**config.mk**
```make
export PLATFORM = sky130hd
export DESIGN_NAME = flit_word_unpacker
export DESIGN_NICKNAME = d
export VERILOG_FILES = /design/src/rtl/flit_word_unpacker.sv
export SDC_FILE = /design/constraint.sdc
export NUM_CORES = 1
export LEC_CHECK = 0
export CAP_MARGIN = 10
export CORE_AREA = 2 2 192 194
export CTS_BUF_LIST = sky130_fd_sc_hd__clkbuf_16
export DETAILED_ROUTE_END_ITERATION = 8
export DIE_AREA = 0 0 194 196
export PLACE_DENSITY = 0.78
export SLEW_MARGIN = 0
export SYNTH_ARGS = -nofsm -noshare
export SYNTH_HDL_FRONTEND = slang
export SYNTH_SLANG_ARGS = --single-unit
```
**constraint.sdc**
```tcl
create_clock -name clk -period 6 [get_ports clk]
set_input_delay 1.2 -clock clk [delete_from_list [all_inputs] [get_ports clk]]
set_output_delay 1.2 -clock clk [all_outputs]
set_load 0.05 [all_outputs]
```
**src/rtl/flit_word_unpacker.sv**
```systemverilog
// Flit-to-word unpacker: buffers NoC flits in a small FIFO and streams each
// one out as FLIT_WIDTH/WORD_WIDTH words, least-significant word first.
// Flits arriving while the buffer is full (and nothing pops) are dropped and
// counted.
module flit_word_unpacker #(
    parameter int FLIT_WIDTH = 128,
    parameter int WORD_WIDTH = 32,
    parameter int FIFO_DEPTH = 4
) (
    input  logic                        clk,
    input  logic                        rst,
    input  logic [FLIT_WIDTH-1:0]       flit_rx,
    input  logic                        flit_rx_vld,
    output logic [WORD_WIDTH-1:0]       data_out,
    output logic                        data_out_vld,
    input  logic                        data_out_rdy,
    output logic                        data_out_last,
    input  logic                        clear_overflow,
    output logic                        overflow,
    output logic [7:0]                  drop_cnt,
    output logic [$clog2(FIFO_DEPTH):0] fifo_level
);

    localparam int N  = FLIT_WIDTH / WORD_WIDTH;
    localparam int AW = $clog2(FIFO_DEPTH);
    localparam int IW = (N > 1) ? $clog2(N) : 1;
    localparam logic [IW-1:0] IDX_LAST   = IW'(N - 1);
    localparam logic [AW:0]   LEVEL_FULL = (AW + 1)'(FIFO_DEPTH);

    // Flit storage; pointers carry one extra bit so full and empty differ.
    logic [FLIT_WIDTH-1:0] mem [FIFO_DEPTH];
    logic [AW:0]           wr_ptr_reg;
    logic [AW:0]           rd_ptr_reg;
    logic [IW-1:0]         idx_reg;
    logic [IW-1:0]         idx_next;
    logic                  overflow_reg;
    logic                  overflow_next;
    logic [7:0]            drop_cnt_reg;
    logic [7:0]            drop_cnt_next;

    logic [AW:0]           level;
    logic                  full;
    logic                  word_xfer;
    logic                  pop;
    logic                  push;
    logic                  drop;
    logic [FLIT_WIDTH-1:0] head;
    logic [WORD_WIDTH-1:0] head_words [N];

    assign level = wr_ptr_reg - rd_ptr_reg;
    assign full  = (level == LEVEL_FULL);
    assign head  = mem[rd_ptr_reg[AW-1:0]];

    // Split the head flit into its word slices, word 0 in the low bits.
    generate
        for (genvar gi = 0; gi < N; gi++) begin : g_word_split
            assign head_words[gi] = head[gi*WORD_WIDTH +: WORD_WIDTH];
        end
    endgenerate

    assign data_out_vld  = (level != '0);
    assign data_out      = head_words[idx_reg];
    assign data_out_last = data_out_vld && (idx_reg == IDX_LAST);

    // A pop frees a slot in the same cycle, so a full FIFO can still accept.
    assign word_xfer = data_out_vld && data_out_rdy;
    assign pop       = word_xfer && (idx_reg == IDX_LAST);
    assign push      = flit_rx_vld && (!full || pop);
    assign drop      = flit_rx_vld && full && !pop;

    assign fifo_level = level;
    assign overflow   = overflow_reg;
    assign drop_cnt   = drop_cnt_reg;

    // Word index and drop-status next-state; a clear coinciding with a drop
    // leaves exactly that one drop recorded.
    always_comb begin
        idx_next      = idx_reg;
        overflow_next = overflow_reg;
        drop_cnt_next = drop_cnt_reg;
        if (pop) begin
            idx_next = '0;
        end else if (word_xfer) begin
            idx_next = idx_reg + 1'b1;
        end
        if (clear_overflow) begin
            overflow_next = drop;
            drop_cnt_next = drop ? 8'd1 : 8'd0;
        end else if (drop) begin
            overflow_next = 1'b1;
            if (drop_cnt_reg != 8'hFF) begin
                drop_cnt_next = drop_cnt_reg + 8'd1;
            end
        end
    end

    // Flit payload write; storage needs no reset since pointers gate validity.
    always_ff @(posedge clk) begin
        if (push) begin
            mem[wr_ptr_reg[AW-1:0]] <= flit_rx;
        end
    end

    // Pointer, word index and status registers.
    always_ff @(posedge clk or posedge rst) begin
        if (rst) begin
            wr_ptr_reg   <= '0;
            rd_ptr_reg   <= '0;
            idx_reg      <= '0;
            overflow_reg <= 1'b0;
            drop_cnt_reg <= 8'd0;
        end else begin
            if (push) begin
                wr_ptr_reg <= wr_ptr_reg + 1'b1;
            end
            if (pop) begin
                rd_ptr_reg <= rd_ptr_reg + 1'b1;
            end
            idx_reg      <= idx_next;
            overflow_reg <= overflow_next;
            drop_cnt_reg <= drop_cnt_next;
        end
    end

endmodule

```
==> results.txt <==
* Area enclosed by the die boundary: 38000 sq um
* Area of placed instances: about 23000 sq um
- Required time of the critical path: 4800 ps
* Top routing layer in use: met5
- Pin count of the biggest net entering global routing: 112
- Worst supply voltage drop on vdd: approximately 0.00047 V
- The number of hold violations in the final report came to 0.
- Depth of the most critical reg-to-reg path: 5
- Clock latency on the worst-skew pair: around 590 ps
* Cell area after technology mapping: slightly above 20000 sq um
- Of the available clock period, the critical path in the final layout requires 0.809.
* Transition at the pin with the smallest max-transition slack: roughly 900 ps
* Class of the tightest hold or removal check: reg2reg
- Overall routing resource usage: 0.203
- Share of the yosys chip area belonging to registers: 0.780
- I/O Buffers: 178
* Setup crit start kind: flip-flop
* Post-synth EDFFs: 512
* Detailed-route vias per instance: 5.95
- The cell sitting at the root of the clock tree is a sky130_fd_sc_hd__clkbuf_16.
- Number of DRC markers in iteration 0: 776
- Total vias in the final route: 9102
- For this run, asynchronously set or reset flops after synthesis account for 0.0321.
- Max FFs per register: 512
- Detailed-route wire length: 37600 um
- Once the clock tree was built, the resizer swapped 0 gates to a different size.
* Worst reg2reg path startpoint: rd_ptr_reg[1]$_DFFE_PP0P_
* Buffer levels on the longest clock path: 3
- DPL Wire Length: 21700 um
- Gate Count Post-Synth: 806
* Max-slew violation count: 0
- Detailed-routed wire length on met3: 2450 um
* # DRC: 0
- Antenna violations before repair: 5
- Sum of overflow across all layers after global routing: 0
- Category of the critical setup timing path: reg2out
* Routed len/inst: 24.6 um
- For this configuration, the core starts out at a cell density of 0.561.
- Post-detailed-route count of antenna-violating nets: 0
* Area growth from synthesis to layout: 19.8%
- Routability-driven placement finished with a final weighted congestion of 0.792.
- Number of nets produced by synthesis: 948
* Count of state elements after synthesis: 529
- Slew headroom: 0.398
- The worst register-to-register path has a setup slack of 2120 ps.
- Maximum clock frequency: 206 MHz
- The most critical setup path has its endpoint at data_out[12].
- Final Skew: 15.7 ps
* CP startpoint: rd_ptr_reg[0]$_DFFE_PP0P_
* Non-Filler Cell Area, Final: about 24000 sq um
- Each instance of the synthesized netlist takes up on average between 20 and 30 sq um.
- Clock-pin slew on the worst setup and hold paths: 60 ps
- Fraction of layout cells with a size suffix above 1: 0.245
- Number of global-route vias before repair: slightly below 10000
* Setup WS post-layout: 1150 ps
- Setup repair after global routing left no endpoint under its margin.
- The final layout contains roughly 1200 nets.
* Reg-to-Reg End: mem[1][84]$_DFFE_PP_
- Number of warnings printed during yosys synthesis: 0
- The detailed router put a total of 14900 um of wire on met1.
- Cts hold-fix bufs: 0
* Max cap viols: 0
- Leakage power summed over all cells: a little under 8 nW
* Highest net fanout along the worst path: 59
* Io pins: 179
- The smallest clock period supported by the final layout is computed as 4850 ps.
- The clock drives 529 sinks.
* Max H-tree Level: 2
- First-pass GRT wire length: around 58000 um
- In this run the standard cell core region covers roughly 36000 sq um.
- Data on the critical path arrives at its endpoint at 3650 ps.
- After floorplanning, the core was divided into 70 placement rows.
- Setup repair bufs after CTS: 0
* CTS tree: yes
- The pre-antenna-repair detailed-routing pass consisted of 8 iterations.
- Sort of element at the end of the critical path: output pin
* Met2 Routed Length: 19400 um
- Top flip-flop cell by instance count after synthesis: sky130_fd_sc_hd__edfxtp_1
* Unique masters post-synth: slightly above 40
* Worst slack at placement: ~1700 ps
* Summed negative setup slack over all endpoints: 0 ps
- Setup-failing EPs final: 0
- Measured along the x axis, the die boundary spans 194 um.
* Clock buffer count from CTS: 52
- Power density of the placed cells: 549 nW/um^2
- The flow ran to the end, and the final reports show no timing, DRC or antenna violations.
- In this run the vertical extent of the chip is 196 um.
-- stage by stage --
step | hold slack, ps | power (mW) | utilization | instances
floorplan | 443 | 9.00 | - | 806
global placement | 458 | 10.2 | 0.626 | 1429
detailed placement | 481 | 10.3 | 0.626 | 1429
CTS | 494 | 13.5 | 0.672 | 1526
global route | 520 | 13.9 | 0.672 | 1528
finish | 500 | 13.3 | 0.672 | 1529
-- cells in the final DEF (no fill, tap or decap), types with 8 or more instances in the layout --
cell                                n
sky130_fd_sc_hd__inv_1             23
sky130_fd_sc_hd__clkinv_2          10
sky130_fd_sc_hd__edfxtp_1         512
sky130_fd_sc_hd__clkbuf_16         53
sky130_fd_sc_hd__clkdlybuf4s50_1  178
sky130_fd_sc_hd__ha_1               8
sky130_fd_sc_hd__buf_4              8
sky130_fd_sc_hd__clkinv_1          10
sky130_fd_sc_hd__dfrtp_1           13
sky130_fd_sc_hd__mux4_2           157
-- metal layers --
layer | vias to the layer above | global-route usage
met3 | 67 | 0.0504
met5 | - | 0
met4 | 2 | 0.0657
li1 | 3924 | -
met2 | 303 | 0.337
met1 | 4806 | 0.268
-- power by group --
| group | switching (mW) | internal, mW |
|---|---|---|
| combinational | 2.65 | 2.08 |
| sequential | 0.397 | 5.05 |
| clock | 1.29 | 1.85 |
| total | 4.34 | 8.98 |
-- logic make-up (layout without fill, tap and decap cells) --
logic type | Yosys count | count (layout) | share of synthesized area
buffers and inverters | 46 | 298 | 0.0145
adders and majority gates | 9 | 9 | 0.00593
and+or+nand+nor | 35 | 35 | 0.0105
xor gates and xnor gates | 5 | 5 | 0.00297
muxes | 164 | 164 | 0.181
AOI/OAI and AO/OA | 18 | 18 | 0.00537
DFF | 529 | 529 | 0.780
other | 0 | 3 | 0
-- worst max-delay path: stages, from the launching register on --
cell and delay (ps):
sky130_fd_sc_hd__dfrtp_4 730, sky130_fd_sc_hd__buf_12 430, sky130_fd_sc_hd__mux4_1 620, sky130_fd_sc_hd__mux4_2 470, sky130_fd_sc_hd__clkdlybuf4s50_1 710
-- final cells by class --
cell class	instances	area (sq um)
inverters	8	30.0
multi-input cells	231	4170
repair buffers	193	1980
clock buffers	53	1330
diodes	3	7.51
clock inverters	44	349
fillers	2280	11800
flip-flops and latches	529	15800
well taps	468	586
-- synth_stat cells (2+ instances only) --
cell,n,area share
sky130_fd_sc_hd__inv_1,8,0.0015
sky130_fd_sc_hd__buf_6,12,0.0067
sky130_fd_sc_hd__buf_4,2,0.00074
sky130_fd_sc_hd__nor2b_1,2,0.00062
sky130_fd_sc_hd__and2_1,6,0.0019
sky130_fd_sc_hd__o31ai_1,3,0.0011
sky130_fd_sc_hd__mux4_2,157,0.17
sky130_fd_sc_hd__buf_1,6,0.0011
sky130_fd_sc_hd__or4_1,4,0.0015
sky130_fd_sc_hd__clkbuf_1,4,0.00074
sky130_fd_sc_hd__nand3_1,3,0.00074
sky130_fd_sc_hd__edfxtp_1,512,0.76
sky130_fd_sc_hd__ha_1,8,0.0049
sky130_fd_sc_hd__xor2_1,2,0.00086
sky130_fd_sc_hd__a21oi_1,6,0.0015
sky130_fd_sc_hd__nor2_1,3,0.00056
sky130_fd_sc_hd__nand4_1,2,0.00062
sky130_fd_sc_hd__buf_2,11,0.0027
sky130_fd_sc_hd__dfrtp_1,17,0.021
sky130_fd_sc_hd__xnor2_1,2,0.00086
sky130_fd_sc_hd__nand2_1,7,0.0013
sky130_fd_sc_hd__mux2_2,4,0.0022
sky130_fd_sc_hd__mux4_1,3,0.0039
sky130_fd_sc_hd__o21ai_0,5,0.0012
-- worst min-delay path by stage --
| stage | startpoint | to | slack [ps] | cells after the start |
|---|---|---|---|---|
| 6_report | wr_ptr_reg[2]$_DFFE_PP0P_ | wr_ptr_reg[2]$_DFFE_PP0P_ | 500 | 1 |
| 5_1_grt | rd_ptr_reg[2]$_DFFE_PP0P_ | rd_ptr_reg[2]$_DFFE_PP0P_ | 520 | 1 |
| 4_1_cts | wr_ptr_reg[2]$_DFFE_PP0P_ | wr_ptr_reg[2]$_DFFE_PP0P_ | 490 | 1 |
| 3_5_place_dp | wr_ptr_reg[2]$_DFFE_PP0P_ | wr_ptr_reg[2]$_DFFE_PP0P_ | 480 | 1 |
| 3_3_place_gp | wr_ptr_reg[2]$_DFFE_PP0P_ | wr_ptr_reg[2]$_DFFE_PP0P_ | 460 | 1 |
| 2_1_floorplan | wr_ptr_reg[2]$_DFFE_PP0P_ | wr_ptr_reg[2]$_DFFE_PP0P_ | 440 | 1 |
Note: power is estimated with default switching activity, not from simulation.
